==> src/rtl/dm_pkg.sv <==
// Shared load/store definitions: op encodings, load FSM states and lane-select helpers.
// Also used by the store aligner.
package dm_pkg;

  typedef enum logic [2:0] {
    LD_NONE = 3'd0,
    LD_W    = 3'd1,
    LD_H    = 3'd2,
    LD_HU   = 3'd3,
    LD_B    = 3'd4,
    LD_BU   = 3'd5
  } ld_op_e;

  typedef enum logic [1:0] {
    S_IDLE = 2'd0,
    S_REQ  = 2'd1,
    S_DONE = 2'd2
  } ld_state_e;

  function automatic logic is_load(input logic [2:0] op);
    return (op >= 3'd1) && (op <= 3'd5);
  endfunction

  function automatic logic [7:0] byte_lane(input logic [31:0] w, input logic [1:0] k);
    logic [7:0] b;
    case (k)
      2'd0:    b = w[7:0];
      2'd1:    b = w[15:8];
      2'd2:    b = w[23:16];
      default: b = w[31:24];
    endcase
    return b;
  endfunction

  function automatic logic [15:0] half_lane(input logic [31:0] w, input logic h);
    return h ? w[31:16] : w[15:0];
  endfunction

  function automatic logic misaligned(input logic [2:0] op, input logic [1:0] off);
    return ((op == 3'd1) && (off != 2'd0)) ||
           (((op == 3'd2) || (op == 3'd3)) && off[0]);
  endfunction

endpackage

==> src/rtl/dm_load_unit_if.sv <==
// Data-memory read bus between the load unit (master) and the memory (slave).
interface dm_load_unit_if #(
  parameter int ADDR_W = 16
);
  logic              mem_req;
  logic [ADDR_W-1:0] mem_addr;
  logic [31:0]       mem_rdata;
  logic              mem_ack;

  modport master (
    output mem_req,
    output mem_addr,
    input  mem_rdata,
    input  mem_ack
  );

  modport slave (
    input  mem_req,
    input  mem_addr,
    output mem_rdata,
    output mem_ack
  );
endinterface

==> src/rtl/dm_load_unit_extract.sv <==
// Combinational lane selection and sign/zero extension of a loaded word.
module load_extract
  import dm_pkg::*;
(
  input  ld_op_e      op,
  input  logic [1:0]  off,
  input  logic [31:0] rdata,
  output logic [31:0] result
);

  logic [7:0]  b;
  logic [15:0] h;

  always_comb begin
    b = byte_lane(rdata, off);
    h = half_lane(rdata, off[1]);
    case (op)
      LD_W:    result = rdata;
      LD_H:    result = {{16{h[15]}}, h};
      LD_HU:   result = {16'h0000, h};
      LD_B:    result = {{24{b[7]}}, b};
      LD_BU:   result = {24'h000000, b};
      default: result = 32'h0000_0000;
    endcase
  end

endmodule

==> src/rtl/dm_load_unit.sv <==
// M-stage load unit: one outstanding aligned read, watchdog abort, extended result.
// Define DM_ALIGN_EXC_EN to trap misaligned lw/lh/lhu instead of issuing them.
module dm_load_unit
  import dm_pkg::*;
#(
  parameter int ADDR_W  = 16,
  parameter int TIMEOUT = 15
) (
  input  logic              clk,
  input  logic              reset,
  input  logic              ld_valid,
  input  logic [2:0]        ld_op,
  input  logic [ADDR_W-1:0] ld_addr,
  dm_load_unit_if.master    mem,
  output logic [31:0]       ld_out,
  output logic              ld_done,
  output logic              ld_err,
  output logic              stall
`ifdef DM_ALIGN_EXC_EN
  ,
  output logic              ld_exc
`endif
);

  localparam int WD_W = (TIMEOUT < 2) ? 1 : $clog2(TIMEOUT);
  localparam logic [WD_W-1:0] WD_LAST = WD_W'(TIMEOUT - 1);

  ld_state_e         state_q, state_d;
  logic              mem_req_q, mem_req_d;
  logic [ADDR_W-1:0] mem_addr_q, mem_addr_d;
  logic [31:0]       ld_out_q, ld_out_d;
  logic              ld_done_q, ld_done_d;
  logic              ld_err_q, ld_err_d;
  logic [WD_W-1:0]   wdog_q, wdog_d;
  ld_op_e            op_q, op_d;
  logic [1:0]        off_q, off_d;
  logic              accept;
  logic              align_fault;
  logic [31:0]       ext_res;

  load_extract u_extract (
    .op     (op_q),
    .off    (off_q),
    .rdata  (mem.mem_rdata),
    .result (ext_res)
  );

  assign accept = ld_valid && is_load(ld_op);

`ifdef DM_ALIGN_EXC_EN
  logic ld_exc_q, ld_exc_d;
  assign align_fault = misaligned(ld_op, ld_addr[1:0]);
  assign ld_exc_d    = (state_q == S_IDLE) && accept && align_fault;
  assign ld_exc      = ld_exc_q;

  always_ff @(posedge clk) begin
    if (reset) ld_exc_q <= 1'b0;
    else       ld_exc_q <= ld_exc_d;
  end
`else
  assign align_fault = 1'b0;
`endif

  always_comb begin
    state_d    = state_q;
    mem_req_d  = mem_req_q;
    mem_addr_d = mem_addr_q;
    ld_out_d   = ld_out_q;
    ld_done_d  = 1'b0;
    ld_err_d   = 1'b0;
    wdog_d     = wdog_q;
    op_d       = op_q;
    off_d      = off_q;
    stall      = 1'b0;
    case (state_q)
      S_IDLE: begin
        if (accept) begin
          stall = 1'b1;
          op_d  = ld_op_e'(ld_op);
          off_d = ld_addr[1:0];
          if (align_fault) begin
            state_d   = S_DONE;
            ld_done_d = 1'b1;
            ld_out_d  = 32'h0000_0000;
          end else begin
            state_d    = S_REQ;
            mem_req_d  = 1'b1;
            mem_addr_d = {ld_addr[ADDR_W-1:2], 2'b00};
            wdog_d     = '0;
          end
        end
      end
      S_REQ: begin
        stall = 1'b1;
        // An ack in the final watchdog cycle still completes the load normally.
        if (mem.mem_ack) begin
          state_d   = S_DONE;
          mem_req_d = 1'b0;
          ld_done_d = 1'b1;
          ld_out_d  = ext_res;
        end else if (wdog_q == WD_LAST) begin
          state_d   = S_DONE;
          mem_req_d = 1'b0;
          ld_done_d = 1'b1;
          ld_err_d  = 1'b1;
          ld_out_d  = 32'h0000_0000;
        end else begin
          wdog_d = wdog_q + WD_W'(1);
        end
      end
      S_DONE:  state_d = S_IDLE;
      default: state_d = S_IDLE;
    endcase
  end

  always_ff @(posedge clk) begin
    if (reset) begin
      state_q    <= S_IDLE;
      mem_req_q  <= 1'b0;
      mem_addr_q <= '0;
      ld_out_q   <= 32'h0000_0000;
      ld_done_q  <= 1'b0;
      ld_err_q   <= 1'b0;
      wdog_q     <= '0;
    end else begin
      state_q    <= state_d;
      mem_req_q  <= mem_req_d;
      mem_addr_q <= mem_addr_d;
      ld_out_q   <= ld_out_d;
      ld_done_q  <= ld_done_d;
      ld_err_q   <= ld_err_d;
      wdog_q     <= wdog_d;
    end
  end

  // Latched op/offset only matter while a load is in flight.
  always_ff @(posedge clk) begin
    op_q  <= op_d;
    off_q <= off_d;
  end

  assign mem.mem_req  = mem_req_q;
  assign mem.mem_addr = mem_addr_q;
  assign ld_out       = ld_out_q;
  assign ld_done      = ld_done_q;
  assign ld_err       = ld_err_q;

endmodule

==> src/flat_wrapper.sv <==
// flat-port wrapper written by rule: the top's interface ports become plain ports
module dm_load_unit_flat import dm_pkg::*;
#(
  parameter int ADDR_W  = 16,
  parameter int TIMEOUT = 15
)
  (clk, reset, ld_valid, ld_op, ld_addr, ld_out, ld_done, ld_err, stall, mem_mem_req, mem_mem_addr, mem_mem_rdata, mem_mem_ack);
  dm_load_unit_if #(.ADDR_W(ADDR_W)) mem_i ();
  input  logic clk;
  input  logic reset;
  input  logic ld_valid;
  input  logic [2:0] ld_op;
  input  logic [ADDR_W-1:0] ld_addr;
  output logic [31:0] ld_out;
  output logic ld_done;
  output logic ld_err;
  output logic stall;
  output wire logic [$bits(mem_i.mem_req)-1:0] mem_mem_req;
  output wire logic [$bits(mem_i.mem_addr)-1:0] mem_mem_addr;
  input wire logic [$bits(mem_i.mem_rdata)-1:0] mem_mem_rdata;
  input wire logic [$bits(mem_i.mem_ack)-1:0] mem_mem_ack;
  assign mem_mem_req = mem_i.mem_req;
  assign mem_mem_addr = mem_i.mem_addr;
  assign mem_i.mem_rdata = mem_mem_rdata;
  assign mem_i.mem_ack = mem_mem_ack;
  dm_load_unit #(.ADDR_W(ADDR_W), .TIMEOUT(TIMEOUT)) u_core (.clk(clk), .reset(reset), .ld_valid(ld_valid), .ld_op(ld_op), .ld_addr(ld_addr), .mem(mem_i), .ld_out(ld_out), .ld_done(ld_done), .ld_err(ld_err), .stall(stall));
endmodule
==> config.mk <==
export PLATFORM = sky130hd
export DESIGN_NAME = dm_load_unit_flat
export DESIGN_NICKNAME = d
export VERILOG_FILES = /design/src/rtl/dm_pkg.sv /design/src/rtl/dm_load_unit_if.sv /design/src/rtl/dm_load_unit_extract.sv /design/src/rtl/dm_load_unit.sv /design/src/flat_wrapper.sv
export SDC_FILE = /design/constraint.sdc
export NUM_CORES = 1
export LEC_CHECK = 0
export CORE_ASPECT_RATIO = 1.25
export CORE_UTILIZATION = 42
export DETAILED_ROUTE_END_ITERATION = 10
export PLACE_DENSITY = 0.8
export RECOVER_POWER = 25
export SYNTH_ARGS = -nofsm -noshare
export SYNTH_HDL_FRONTEND = slang
export SYNTH_SLANG_ARGS = --single-unit
export TNS_END_PERCENT = 100
==> constraint.sdc <==
create_clock -name clk -period 2.1 [get_ports clk]
set_input_delay 0.42 -clock clk [delete_from_list [all_inputs] [get_ports clk]]
set_output_delay 0.42 -clock clk [all_outputs]
set_load 0.03 [all_outputs]
==> out/metrics.cfg, run 1 <==
[detailed_routing]
met2_length_um = 3610
vias = 2505
routedWlPerCell_um = 16.7
ant_nets = 0
dr.pass1.iters = 5
wl_met3_um = 802
wl_met1_um = 2740
wl_um = 7310
detail_route.vias_per_cell = 5.72
drc_errors = 0
drtIter0Drc = 283
top_layer = met4

[sta]
clock_skew_ns = 0.0106
max_freq_mhz = 486
fin_setup_tns_ns = 0
worst_pin_slew_ns = 0.572
finalSetupViolations = 0
slew_headroom_pct = 61.9
rsz0062_at_grt = no
fin_crit_ns = 2.06
fin_crit_sh_pct = 98.0
slew_violations = 0
hold_viol = 0

[critical_path]
cp_data_required_time_ns = 1.68
critical_path_arrival_ns = 1.64
reg2reg_depth = 7
start_kind = input pin
critPathKind = input pin to output port
cp-end-kind = output port
crit_path_max_fanout = 3

[global_route]
grt_util_all_layers_pct = 22.9
grt_max_degree = 33
grt_pass1_wl_um = 10900
antenna_found_initial = 0
grt_pass1_vias = 2282
grt_overflow = 0

[final_layout]
post-route-util_pct = 67.0
final_layout_size_suffix_gt1_share_pct = 12.9
nNetsFinal = 424
num_antenna_cells = 0
fillers = 468
synthToLayoutAreaGrowth_pct = 53.3

[place]
io_buffers = 104
gp_congestion = 0.849
dp_hpwl_um = 5320

[pwr]
pwr-share-clk_pct = 40.2
p_comb_share_pct = 15.9
switching_share_pct = 25.8
irDropWorstVdd_mv = 0.528
power_density_nw_per_um2 = 713
p_sw_uw = 718
p_int_mw = 2.06
p_leak_nw = 1.41
power.share.sequential_pct = 43.9

[die]
ioPinCount = 107
start_util_pct = 43.7
die_area_um2 = 6370
rows = 31
die_h_um = 89.0
coreArea_um2 = 5820
die_x_um = 71.6

[cts]
cts_buffers = 9
worstSkewPairLatency_ns = 0.34
path_clk_slew_ns = 0.07
root_buffer = clkbuf_8
clockBufferDepth = 2
h-tree-depth = 3
clock-sinks = 60
cts_tree = built

[logic_synthesis]
synth_seq_cells = 60
ys_seq_area_share_pct = 49.2
synth_top_flop_cell = dfxtp_1
synthesis.area_um2 = 2540
async_flop_share_pct = 0
syn_area_per_cell_um2 = 9.97
synth_cells = 255
yosysWarnings = 0
synth_edf_count = 5
ys_types = 48

[hold_path]
hold_depth = 2
hp-class = flop to flop

[run_status]
status = finished, final reports clean

[job]
maxCapViolCount = 0

==> state kept, by name, indices dropped and copies added (netlist names) <==
name                 flops
u_core.ld_done           1
u_core.ld_err            1
u_core.ld_out           32
u_core.mem.mem_addr     14
u_core.mem.mem_req       1
u_core.off_q             2
u_core.op_q              3
u_core.state_q           2
u_core.wdog_q            4
==> per-layer routing <==
metal  GRT usage (%)  up-vias
met5               0        -
met4            9.45        0
met3            7.78       16
met2            40.9      159
met1            25.0     1146
li1                -     1184
==> power groups by stage <==
stage | clock network [mW] | registers (mW) | logic [mW]
after floorplan | 0 | 1.30 | 0.160
after global placement | 0 | 1.24 | 0.446
after detailed placement | 0 | 1.24 | 0.449
after CTS | 1.14 | 1.22 | 0.454
after global routing | 1.19 | 1.22 | 0.467
final | 1.12 | 1.22 | 0.441
==> synthesized netlist by cell type (2+ instances only) <==
| master | count | area, µm² |
|---|---|---|
| nor2b_1 | 3 | 18.8 |
| inv_1 | 2 | 7.51 |
| buf_4 | 2 | 15.0 |
| clkbuf_1 | 6 | 22.5 |
| buf_1 | 3 | 11.3 |
| buf_2 | 5 | 25.0 |
| nand3_1 | 5 | 25.0 |
| nor3_1 | 7 | 35.0 |
| dfxtp_1 | 55 | 1100 |
| a222oi_1 | 6 | 60.1 |
| or3_1 | 2 | 12.5 |
| o21ai_0 | 9 | 45.0 |
| mux2i_1 | 2 | 20.0 |
| a221o_1 | 16 | 160 |
| nand2_1 | 38 | 143 |
| buf_6 | 4 | 45.0 |
| a21oi_1 | 20 | 100 |
| ha_1 | 2 | 25.0 |
| a22oi_1 | 15 | 113 |
| mux2_2 | 8 | 90.1 |
| o211ai_1 | 6 | 45.0 |
| edfxtp_1 | 5 | 150 |
| nor2_1 | 6 | 22.5 |
| nand2b_1 | 3 | 18.8 |
| a31oi_1 | 2 | 12.5 |
==> cell families (layout without fill, tap and decap cells) <==
family | count (synthesis) | after routing | share of synthesized area [%]
buffers and inverters | 23 | 139 | 5.12
and+or+nand+nor | 72 | 72 | 13.8
xor gates and xnor gates | 2 | 2 | 0.689
DFF | 60 | 60 | 49.2
adders and majority gates | 2 | 2 | 0.985
AOI/OAI and AO/OA | 85 | 85 | 25.7
other | 1 | 2 | 0.148
muxes | 10 | 10 | 4.33
==> path summary, 6_finish.rpt <==
| kind | from | endpoint | slack (ns) |
|---|---|---|---|
| max | ld_op[1] | stall | 0.04 |
| min reg2reg | u_core.mem.mem_addr[5] | u_core.mem.mem_addr[5] | 0.45 |
| min | u_core.mem.mem_addr[5] | u_core.mem.mem_addr[5] | 0.45 |
| max reg2reg | u_core.wdog_q[0] | u_core.ld_out[4] | 0.16 |
==> worst max-delay path, stage by stage <==
cell and delay (ns):
clkdlybuf4s50_1 0.43, or3_1 0.43, a21oi_2 0.15, nor2_1 0.05, buf_4 0.17
==> stage by stage <==
stage	power, mW	std cells	hold slack, ns	instance area, µm²	setup slack (ns)
final	2.78	438	0.454	3900	0.0418
after global routing	2.88	438	0.474	3900	0.0204
after CTS	2.81	437	0.457	3920	0.0180
after detailed placement	1.69	421	0.448	3700	-0.140
after global placement	1.69	421	0.440	3700	-0.120
after floorplan	1.46	256	0.474	2540	0.338
==> what timing repair did <==
item	in CTS	in global routing
setup buffers	0	1
pin swaps	0	1
hold buffers	0	0
endpoints found under the setup margin	1	16
resized for setup	1	0
==> placed cells by master, fill, tap and decap left out, drive strengths merged, types with 3 or more instances in the layout <==
master,count
nor2,6
mux2,8
inv,3
a222oi,6
o211ai,7
nand3,6
nand2b,3
clkbuf,14
a221o,16
nor2b,3
o21ai,9
clkdlybuf4s50,101
nor3,7
dfxtp,55
a22oi,15
buf,14
edfxtp,5
nand2,38
a21oi,20
==> layout make-up <==
cell class	count	area (µm²)	area share, %
multi-input cells	173	1170	30.1
inverters	3	11.3	0.289
repair buffers	120	1160	29.7
flip-flops and latches	60	1250	32.1
clock inverters	5	56.3	1.45
clock buffers	11	163	4.17
well taps	66	82.6	2.12
Note: power is estimated with default switching activity, not from simulation.
==> run 2: changes to the inputs <==
--- a/config.mk
+++ b/config.mk
@@ -6,9 +6,10 @@
 export NUM_CORES = 1
 export LEC_CHECK = 0
 export CORE_ASPECT_RATIO = 1.25
-export CORE_UTILIZATION = 42
+export CORE_UTILIZATION = 44
+export CTS_BUF_LIST = sky130_fd_sc_hd__clkbuf_4 sky130_fd_sc_hd__clkbuf_8
 export DETAILED_ROUTE_END_ITERATION = 10
-export PLACE_DENSITY = 0.8
+export PLACE_DENSITY = 0.83
 export RECOVER_POWER = 25
 export SYNTH_ARGS = -nofsm -noshare
 export SYNTH_HDL_FRONTEND = slang
==> constraint.sdc (replaced) <==
create_clock -name clk -period 2.2 [get_ports clk]
set_input_delay 0.44 -clock clk [delete_from_list [all_inputs] [get_ports clk]]
set_output_delay 0.44 -clock clk [all_outputs]
set_load 0.03 [all_outputs]
==> run 2 against run 1 <==
Against the previous run: hold slack lost 0.00051 ns; combinational power down 4%; sequential power fell by 4%; power fell by 7.0%; sequential cell count stayed put; via count rose by 1.6%; clock power shrank 11%; clock skew up 0.0013 ns; routed wire length is 1.8% lower; largest power group unchanged; non-clock buffer count grew 5; first-iteration DRC count grew 8.8%; critical path type unchanged.
==> out/metrics.cfg, run 2 (same netlist as run 1, synthesis figures left out) <==
[cts]
clock-sinks = 60  ; unchanged
clockBufferDepth = 2  ; unchanged
cts_buffers = 9  ; unchanged
h-tree-depth = 3  ; unchanged
cts_tree = built  ; unchanged
postCtsHoldBufs = 0  ; unchanged
path_clk_slew_ns = 0.07  ; about the same
post_cts_buffers = 0  ; unchanged
root_buffer = clkbuf_8  ; unchanged
worstSkewPairLatency_ns = 0.35  ; was 0.34 ns

[final_layout]
layout.cells.non_filler = 441  ; was 438
largest_reg_flops = 32  ; unchanged
final_cell_mix = clkdlybuf4s50_1 (101), dfxtp_1 (55), nand2_1 (38)  ; unchanged
final_layout_size_suffix_gt1_share_pct = 13.5  ; was 12.9%
synthToLayoutAreaGrowth_pct = 53.6  ; was 53.3%
nNetsFinal = 429  ; was 424
final_common_cell = clkdlybuf4s50_1  ; unchanged
num_antenna_cells = 0  ; unchanged

[sta]
worst_pin_slew_ns = 0.613  ; was 0.572 ns
whs_ns = 0.453  ; was 0.454 ns
fin_crit_sh_pct = 94.6
rsz0062_at_grt = no  ; unchanged
fin_ws_ns = 0.119  ; was 0.0418 ns
fin_crit_ns = 2.08
hold_viol = 0  ; unchanged
max_freq_mhz = 481
fin_setup_tns_ns = 0  ; unchanged
slew_violations = 0  ; unchanged
finalSetupViolations = 0  ; unchanged
slew_headroom_pct = 59.1  ; was 61.9%
clock_skew_ns = 0.0119  ; was 0.0106 ns

[hold_path]
hold_end = u_core.mem.mem_addr[8]  ; was u_core.mem.mem_addr[5]
hold_depth = 2  ; unchanged
hold_start = u_core.mem.mem_addr[8]  ; was u_core.mem.mem_addr[5]
hp-class = flop to flop  ; unchanged

[detailed_routing]
vias = 2546  ; was 2,505
ant_nets = 0  ; unchanged
drc_errors = 0  ; unchanged
detail_route.vias_per_cell = 5.77  ; was 5.72
drtIter0Drc = 308  ; was 283
dr.pass1.iters = 7  ; was 5
wl_um = 7170  ; was 7310 µm
routedWlPerCell_um = 16.3  ; was 16.7 µm

[die]
die_x_um = 70.0  ; was 71.6 µm
start_util_pct = 46.4  ; was 43.7%
die_h_um = 87.0  ; was 89.0 µm
rows = 30  ; was 31
die_area_um2 = 6090  ; was 6370 µm²
coreArea_um2 = 5480  ; was 5820 µm²
ioPinCount = 107  ; unchanged

[global_route]
grt_pass1_vias = 2450  ; was 2,282
grt_max_degree = 33  ; unchanged
grt_util_all_layers_pct = 24.1  ; was 22.9%
grt_overflow = 0  ; unchanged
antenna_found_initial = 0  ; unchanged
grt_pass1_wl_um = 11400  ; was 10,900 µm

[pwr]
p_total_mw = 2.58  ; was 2.78 mW
power_density_nw_per_um2 = 662  ; was 713 nW/µm²
irDropWorstVdd_mv = 0.567  ; was 0.528 mV
p_leak_nw = 1.42  ; was 1.41 nW

[critical_path]
cp_top_family = buffers and inverters  ; unchanged
slowest_stage = clkdlybuf4s50_1  ; unchanged
r2r_start = u_core.op_q[1]  ; was u_core.wdog_q[0]
cp_slowest_stage_delay_ns = 0.43  ; about the same
path_buf_inv = 2  ; unchanged
r2r_end = u_core.ld_out[6]  ; was u_core.ld_out[4]
path_cells = clkdlybuf4s50_1 -> or3_1 -> a21oi_1 -> nor2_1 -> buf_2  ; was clkdlybuf4s50_1 -> or3_1 -> a21oi_2 -> nor2_1 -> buf_4
cp_data_required_time_ns = 1.76  ; was 1.68 ns
critical_path_arrival_ns = 1.64  ; about the same
regToRegSetupSlack_ns = 0.26  ; was 0.16 ns
start_kind = input pin  ; unchanged
cp-end-kind = output port  ; unchanged
critPathKind = input pin to output port  ; unchanged
crit_path_max_fanout = 3  ; unchanged
reg2reg_depth = 5  ; was 7

[job]
maxCapViolCount = 0  ; unchanged

[place]
io_buffers = 104  ; unchanged
gp_congestion = 0.823  ; was 0.849
dp_slack_ns = -0.305  ; was -0.140 ns
dp_hpwl_um = 5270  ; was 5320 µm
dp.cells = 425  ; was 421

[run_status]
status = finished, final reports clean  ; unchanged

run 2: through the flow:
stage	util, %	instance area (µm²)
floorplan	-	2540
global placement	68.0	3730
detailed placement	68.0	3730
CTS	71.6	3920
global route	71.2	3900
finish	71.2	3900
run 2: worst max-delay path by stage:
| stage | from | end | slack [ns] | cells after the start |
|---|---|---|---|---|
| floorplan | ld_valid | u_core.off_q[0] | 0.42 | 4 |
| global placement | ld_op[1] | stall | -0.27 | 5 |
| finish | ld_op[1] | stall | 0.12 | 5 |
| global route | ld_op[1] | stall | 0.05 | 5 |
| detailed placement | ld_op[1] | stall | -0.31 | 5 |
| CTS | ld_op[1] | stall | 0.11 | 5 |
run 2: repair_timing:
item,4_1_cts,5_1_grt
gates resized for setup,5,0
setup endpoints to repair,1,0
hold endpoints to repair,0,0
run 2: where the power goes:
group / switching [mW] / internal, mW / total [mW]
registers: 0.0282 / 1.14 / 1.17
logic: 0.212 / 0.211 / 0.423
clock network: 0.468 / 0.526 / 0.994
run 2: layer usage:
layer / vias to the layer above / track usage (%) / routed length, µm
met5: - / 0 / 0
met4: 0 / 11.5 / 206
met3: 18 / 6.37 / 662
met2: 148 / 42.0 / 3500
met1: 1189 / 27.3 / 2810
li1: 1191 / - / -
run 2: cell type report:
cell class	count	area [µm²]
Clock inverter	7	73.8
Multi-Input combinational cell	173	1170
Sequential cell	60	1250
Clock buffer	9	124
Timing Repair Buffer	125	1190
Fill cell	401	1580
Tap cell	64	80.1
Inverter	3	11.3
run 2: tightest hold or removal path: stages (launching register included):
cell     delay (ns)
dfxtp_1        0.31
nand2_1        0.05
a21oi_1        0.05
==> run 3: changes to the inputs <==
--- a/config.mk
+++ b/config.mk
@@ -9,6 +9,7 @@
 export CORE_UTILIZATION = 44
 export CTS_BUF_LIST = sky130_fd_sc_hd__clkbuf_4 sky130_fd_sc_hd__clkbuf_8
 export DETAILED_ROUTE_END_ITERATION = 10
+export GPL_ROUTABILITY_DRIVEN = 1
 export PLACE_DENSITY = 0.83
 export RECOVER_POWER = 25
 export SYNTH_ARGS = -nofsm -noshare
==> results of run 3 <==
The final DEF is identical to that of run 2; final timing and power are the same.
